### config.mk
export PLATFORM = sky130hd
export DESIGN_NAME = rdcnt_exec_unit
export DESIGN_NICKNAME = d
export VERILOG_FILES = /design/src/rtl/rdcnt_exec_unit.sv
export SDC_FILE = /design/constraint.sdc
export NUM_CORES = 1
export LEC_CHECK = 0
export CORE_MARGIN = 8
export CORE_UTILIZATION = 35
export CTS_CLUSTER_SIZE = 10
export DETAILED_ROUTE_END_ITERATION = 16
export DONT_BUFFER_PORTS = 1
export PLACE_DENSITY = 0.49
export SYNTH_ARGS = -nofsm -noshare
export SYNTH_HDL_FRONTEND = slang
export SYNTH_SLANG_ARGS = --single-unit
### constraint.sdc
create_clock -name clk -period 6.3 [get_ports clk]
set_clock_uncertainty 0.15 [all_clocks]
set_input_delay 1.26 -clock clk [delete_from_list [all_inputs] [get_ports clk]]
set_output_delay 1.26 -clock clk [all_outputs]
set_load 0.05 [all_outputs]
### src/rtl/rdcnt_exec_unit.sv
// Execute-stage unit for RDCNTVL.W / RDCNTVH.W / RDCNTID: owns the prescaled
// 64-bit stable counter and a one-entry valid/ready result buffer toward MEM/WB.

`ifndef OP_INVALID
`define OP_INVALID 8'h00
`endif
`ifndef OP_RDCNTVL
`define OP_RDCNTVL 8'h01
`endif
`ifndef OP_RDCNTVH
`define OP_RDCNTVH 8'h02
`endif
`ifndef OP_RDCNTID
`define OP_RDCNTID 8'h04
`endif

module rdcnt_exec_unit #(
  parameter int unsigned PRESCALE  = 1,
  parameter logic [63:0] CNT_RESET = 64'h0
) (
  input  logic        clk,
  input  logic        reset,
  input  logic        flush,
  input  logic        in_valid,
  output logic        in_ready,
  input  logic [7:0]  in_op,
  input  logic [4:0]  in_dest,
  input  logic [31:0] in_pc,
  input  logic [31:0] tid,
  output logic        out_valid,
  input  logic        out_ready,
  output logic [31:0] out_result,
  output logic [4:0]  out_dest,
  output logic        out_we,
  output logic        out_ine,
  output logic [31:0] out_pc,
  output logic [63:0] cnt_value
);

  localparam logic [7:0] PRE_MAX = 8'(PRESCALE - 1);

  logic [7:0]  pre;
  logic [63:0] cnt;
  logic        accept;
  logic        drain;
  logic [31:0] nxt_result;
  logic        nxt_we;
  logic        nxt_ine;

  // Free-running counter: independent of flush and handshake state.
  always_ff @(posedge clk or posedge reset) begin
    if (reset) begin
      pre <= '0;
      cnt <= CNT_RESET;
    end else if (pre == PRE_MAX) begin
      pre <= '0;
      cnt <= cnt + 64'd1;
    end else begin
      pre <= pre + 8'd1;
    end
  end

  assign cnt_value = cnt;
  assign in_ready  = !out_valid || out_ready;
  assign accept    = in_valid && in_ready && !flush;
  assign drain     = out_valid && out_ready;

  always_comb begin
    nxt_result = '0;
    nxt_we     = 1'b0;
    nxt_ine    = 1'b0;
    case (in_op)
      `OP_RDCNTVL: begin nxt_result = cnt[31:0];  nxt_we = 1'b1; end
      `OP_RDCNTVH: begin nxt_result = cnt[63:32]; nxt_we = 1'b1; end
      `OP_RDCNTID: begin nxt_result = tid;        nxt_we = 1'b1; end
      default:     nxt_ine = 1'b1;
    endcase
    // r0 is hardwired zero; the exception flag is still reported.
    if (in_dest == 5'd0) nxt_we = 1'b0;
  end

  always_ff @(posedge clk or posedge reset) begin
    if (reset) begin
      out_valid  <= 1'b0;
      out_result <= '0;
      out_dest   <= '0;
      out_we     <= 1'b0;
      out_ine    <= 1'b0;
      out_pc     <= '0;
    end else if (flush) begin
      out_valid <= 1'b0;
    end else if (accept) begin
      out_valid  <= 1'b1;
      out_result <= nxt_result;
      out_dest   <= in_dest;
      out_we     <= nxt_we;
      out_ine    <= nxt_ine;
      out_pc     <= in_pc;
    end else if (drain) begin
      out_valid <= 1'b0;
    end
  end

endmodule

==> impl_metrics.csv <==
group,metric,value,unit
worst_setup_path,rrSetupSlack,2.99,ns
power,power.density,290,mW/mm²
final_layout,nFillCells,1848,
final_layout,final_cell_count_no_fill,919,
hold_path,holdPathEnd,"pre[7]$_DFF_PP0_",
clocking,cts.repair.resized,0,
worst_setup_path,cp-start-kind,"flop",
worst_setup_path,crit_family,"simple AND/OR/NAND/NOR gates",
final_layout,mostFrequentLayoutCells,"nand2_1 (169), dfrtp_1 (144), xor2_1 (40)",
floorplanning,initial_utilization,35.5,%
clocking,clk_root_buffer_cell,"clkbuf_16",
placed_design,port_buffers,0,
drt,drc,0,
clocking,clk-insertion-delay-late,0.42,ns
floorplanning,ios,219,
clocking,path_clk_slew,0.06,ns
worst_setup_path,cp.arrival,3.50,ns
worst_setup_path,endpoint_kind,"flop",
clocking,clkSinkCount,144,
grt,grt_pass1_wl,32600,µm
clocking,cts-buffers-inserted,17,
hold_path,worstHoldStart,"pre[7]$_DFF_PP0_",
worst_setup_path,path_cells,"nand4_1 -> nor4_1 -> nand4_2 -> nor3_1 -> xor2_1",
placed_design,hpwlAfterDp,16300,µm
timing,period_needed,3.31,ns
yosys,ys_types,34,
yosys,yosysSeqAreaShare,54.5,%
grt,grt_max_degree,117,
timing,max_slew_margin,28.9,%
timing,fin_crit_sh,52.6,%
floorplanning,die_h,153,µm
drt,antenna_left,0,
run,cap_violations,0,
power,p_leak,3.37,nW
drt,wl_per_cell,23.1,µm
worst_setup_path,required,6.48,ns
timing,worst_pin_slew,1.06,ns
final_layout,final_common_cell,"nand2_1",
clocking,cts_tree,"built",
floorplanning,fp.dieW,153,µm
placed_design,pre_cts_ws,2.21,ns
grt,antenna_found_initial,1,
clocking,postCtsHoldBufs,0,
worst_setup_path,path_class,"reg -> reg",
final_layout,fin_nets,756,
grt,grt_pass1_vias,5088,
worst_setup_path,path_max_fanout,7,
drt,vias_per_cell,5.42,
worst_setup_path,slowest_stage,"nor4_1",
yosys,avgSynthCellArea,9.83,µm²
yosys,synthFlopType,"dfrtp_1",
final_layout,drive_gt1_share,7.89,%
yosys,async_reset_ff_share,100,%
yosys,netlist_area,0.00662,mm²
hold_path,hold_path.class,"reg -> reg",
yosys,ys_warn_count,0,
drt,drtIter0Drc,430,
yosys,synthCells,673,
yosys,syn_nets,758,
yosys,synth-edff-count,0,
worst_setup_path,r2r_start,"cnt_value[10]$_DFFE_PP0N_",
worst_setup_path,worst-path-buf-inv,0,
grt,grt_remaining_overflow,0,
worst_setup_path,r2r_end,"cnt_value[56]$_DFFE_PP0N_",
floorplanning,design.die.area,0.0236,mm²
placed_design,place_inst,885,
final_layout,syn_to_final_growth,12.8,%
power,max-vdd-ir-drop,0.000161,V
drt,vias,4984,
drt,dr.pass1.iters,4,
placed_design,place_congestion,0.870,
timing,hold_viol_final,0,
timing,finalSetupViolCount,0,
final_layout,final_util,40.0,%
timing,finalWorstSetupSlack,2.99,ns
clocking,clock_path_buffers,2,
power,totalPowerFinal,2.16,mW
hold_path,hold_path_depth,1,
clocking,htreeDepth,4,
clocking,post_cts_buffers,0,
floorplanning,design.core.area,0.0186,mm²
timing,fmax,302,MHz
timing,finalSetupTns,0,ns
worst_setup_path,worstRegToRegCells,5,
worst_setup_path,worst_path_largest_cell_delay,0.98,ns
drt,routed_wl,21300,µm
status,outcome,"complete, no violations",
grt,grt_usage,18.1,%
timing,grt_setup_unrepaired,"no",
timing,slew_violations,0,
yosys,ys_ff_latch,144,
floorplanning,std_cell_rows,50,
## kinds of logic (layout without fill, tap and decap cells)
kind of cell / count (synthesis) / count (layout) / share of synthesized area, %
xor gates and xnor gates: 70 / 70 / 9.27
AOI/OAI and AO/OA: 100 / 100 / 10.7
DFF: 144 / 144 / 54.5
adders and majority gates: 3 / 3 / 0.567
buffers and inverters: 41 / 52 / 2.35
other: 0 / 1 / 0
muxes: 1 / 1 / 0.170
and+or+nand+nor: 314 / 314 / 22.5
## power by group
part	internal [mW]	switching, mW
clock network	0.580	0.389
registers	0.958	0.154
logic	0.0222	0.0600
## worst register-to-register path, delay by kind of cell (launching register included)
family,cells,cell delay [ns]
simple gates,4,2.09
flops,1,0.82
xor+xnor,1,0.18
## flip-flops by register name (all words and copies together), names as in the netlist
name and cells:
cnt_value 64, out_pc 32, out_result 32, pre 8
out_dest 5, out_ine 1, out_valid 1, out_we 1
## area by class of cell
class	count	area [µm²]	area share (%)
clock buffer	18	429	5.75
multi-input combinational	488	2880	38.5
antenna	1	2.50	0.0335
timing repair buffer	8	67.6	0.905
inverter	12	50.0	0.670
clock inverter	14	144	1.93
tap	234	293	3.92
sequential	144	3600	48.3
## how the worst max path moves through the flow
stage	slack, ns	from	depth (start not counted)	end
6_report	2.99	cnt_value[10]$_DFFE_PP0N_	5	cnt_value[56]$_DFFE_PP0N_
5_1_grt	2.68	cnt_value[10]$_DFFE_PP0N_	5	cnt_value[62]$_DFFE_PP0N_
4_1_cts	2.63	in_op[5]	4	out_result[27]$_DFFE_PP0P_
3_5_place_dp	2.21	in_op[5]	4	out_result[27]$_DFFE_PP0P_
3_3_place_gp	2.27	in_op[5]	4	out_result[0]$_DFFE_PP0P_
2_1_floorplan	1.02	reset	1	cnt_value[0]$_DFFE_PP0N_
## routing by layer
layer / vias up / part of all wire [%] / GRT usage [%]
met5: - / 0 / 0
met4: 0 / 1.4 / 4.99
met3: 14 / 11 / 8.94
met2: 182 / 48 / 29.4
met1: 2455 / 40 / 20.8
li1: 2333 / - / -
## synth_stat cells (2+ instances only)
cell | n | area [µm²]
inv_1 | 12 | 45.0
xor2_1 | 40 | 350
clkbuf_1 | 25 | 93.8
and3_1 | 10 | 62.6
buf_1 | 3 | 11.3
dfrtp_1 | 144 | 3600
o21ai_0 | 34 | 170
nand3_2 | 2 | 20.0
nand4_2 | 2 | 25.0
or4_1 | 5 | 37.5
nor3_1 | 24 | 120
nor4_1 | 11 | 68.8
nor2b_1 | 5 | 31.3
nand3_1 | 33 | 165
a22oi_1 | 32 | 240
nor2_1 | 25 | 93.8
nor3b_1 | 2 | 15.0
a22o_1 | 32 | 280
nor4_4 | 2 | 42.5
xnor2_1 | 30 | 263
and2_1 | 3 | 18.8
nand4_1 | 15 | 93.8
ha_1 | 3 | 37.5
nand2_1 | 169 | 634
## metrics by stage
stage	hold slack [ns]	area, µm²
final	0.327	7460
after global routing	0.342	7460
after detailed placement	0.310	6870
after global placement	0.311	6870
after floorplan	0.289	6620
after CTS	0.323	7450
Power figures use the tool's default switching activity.
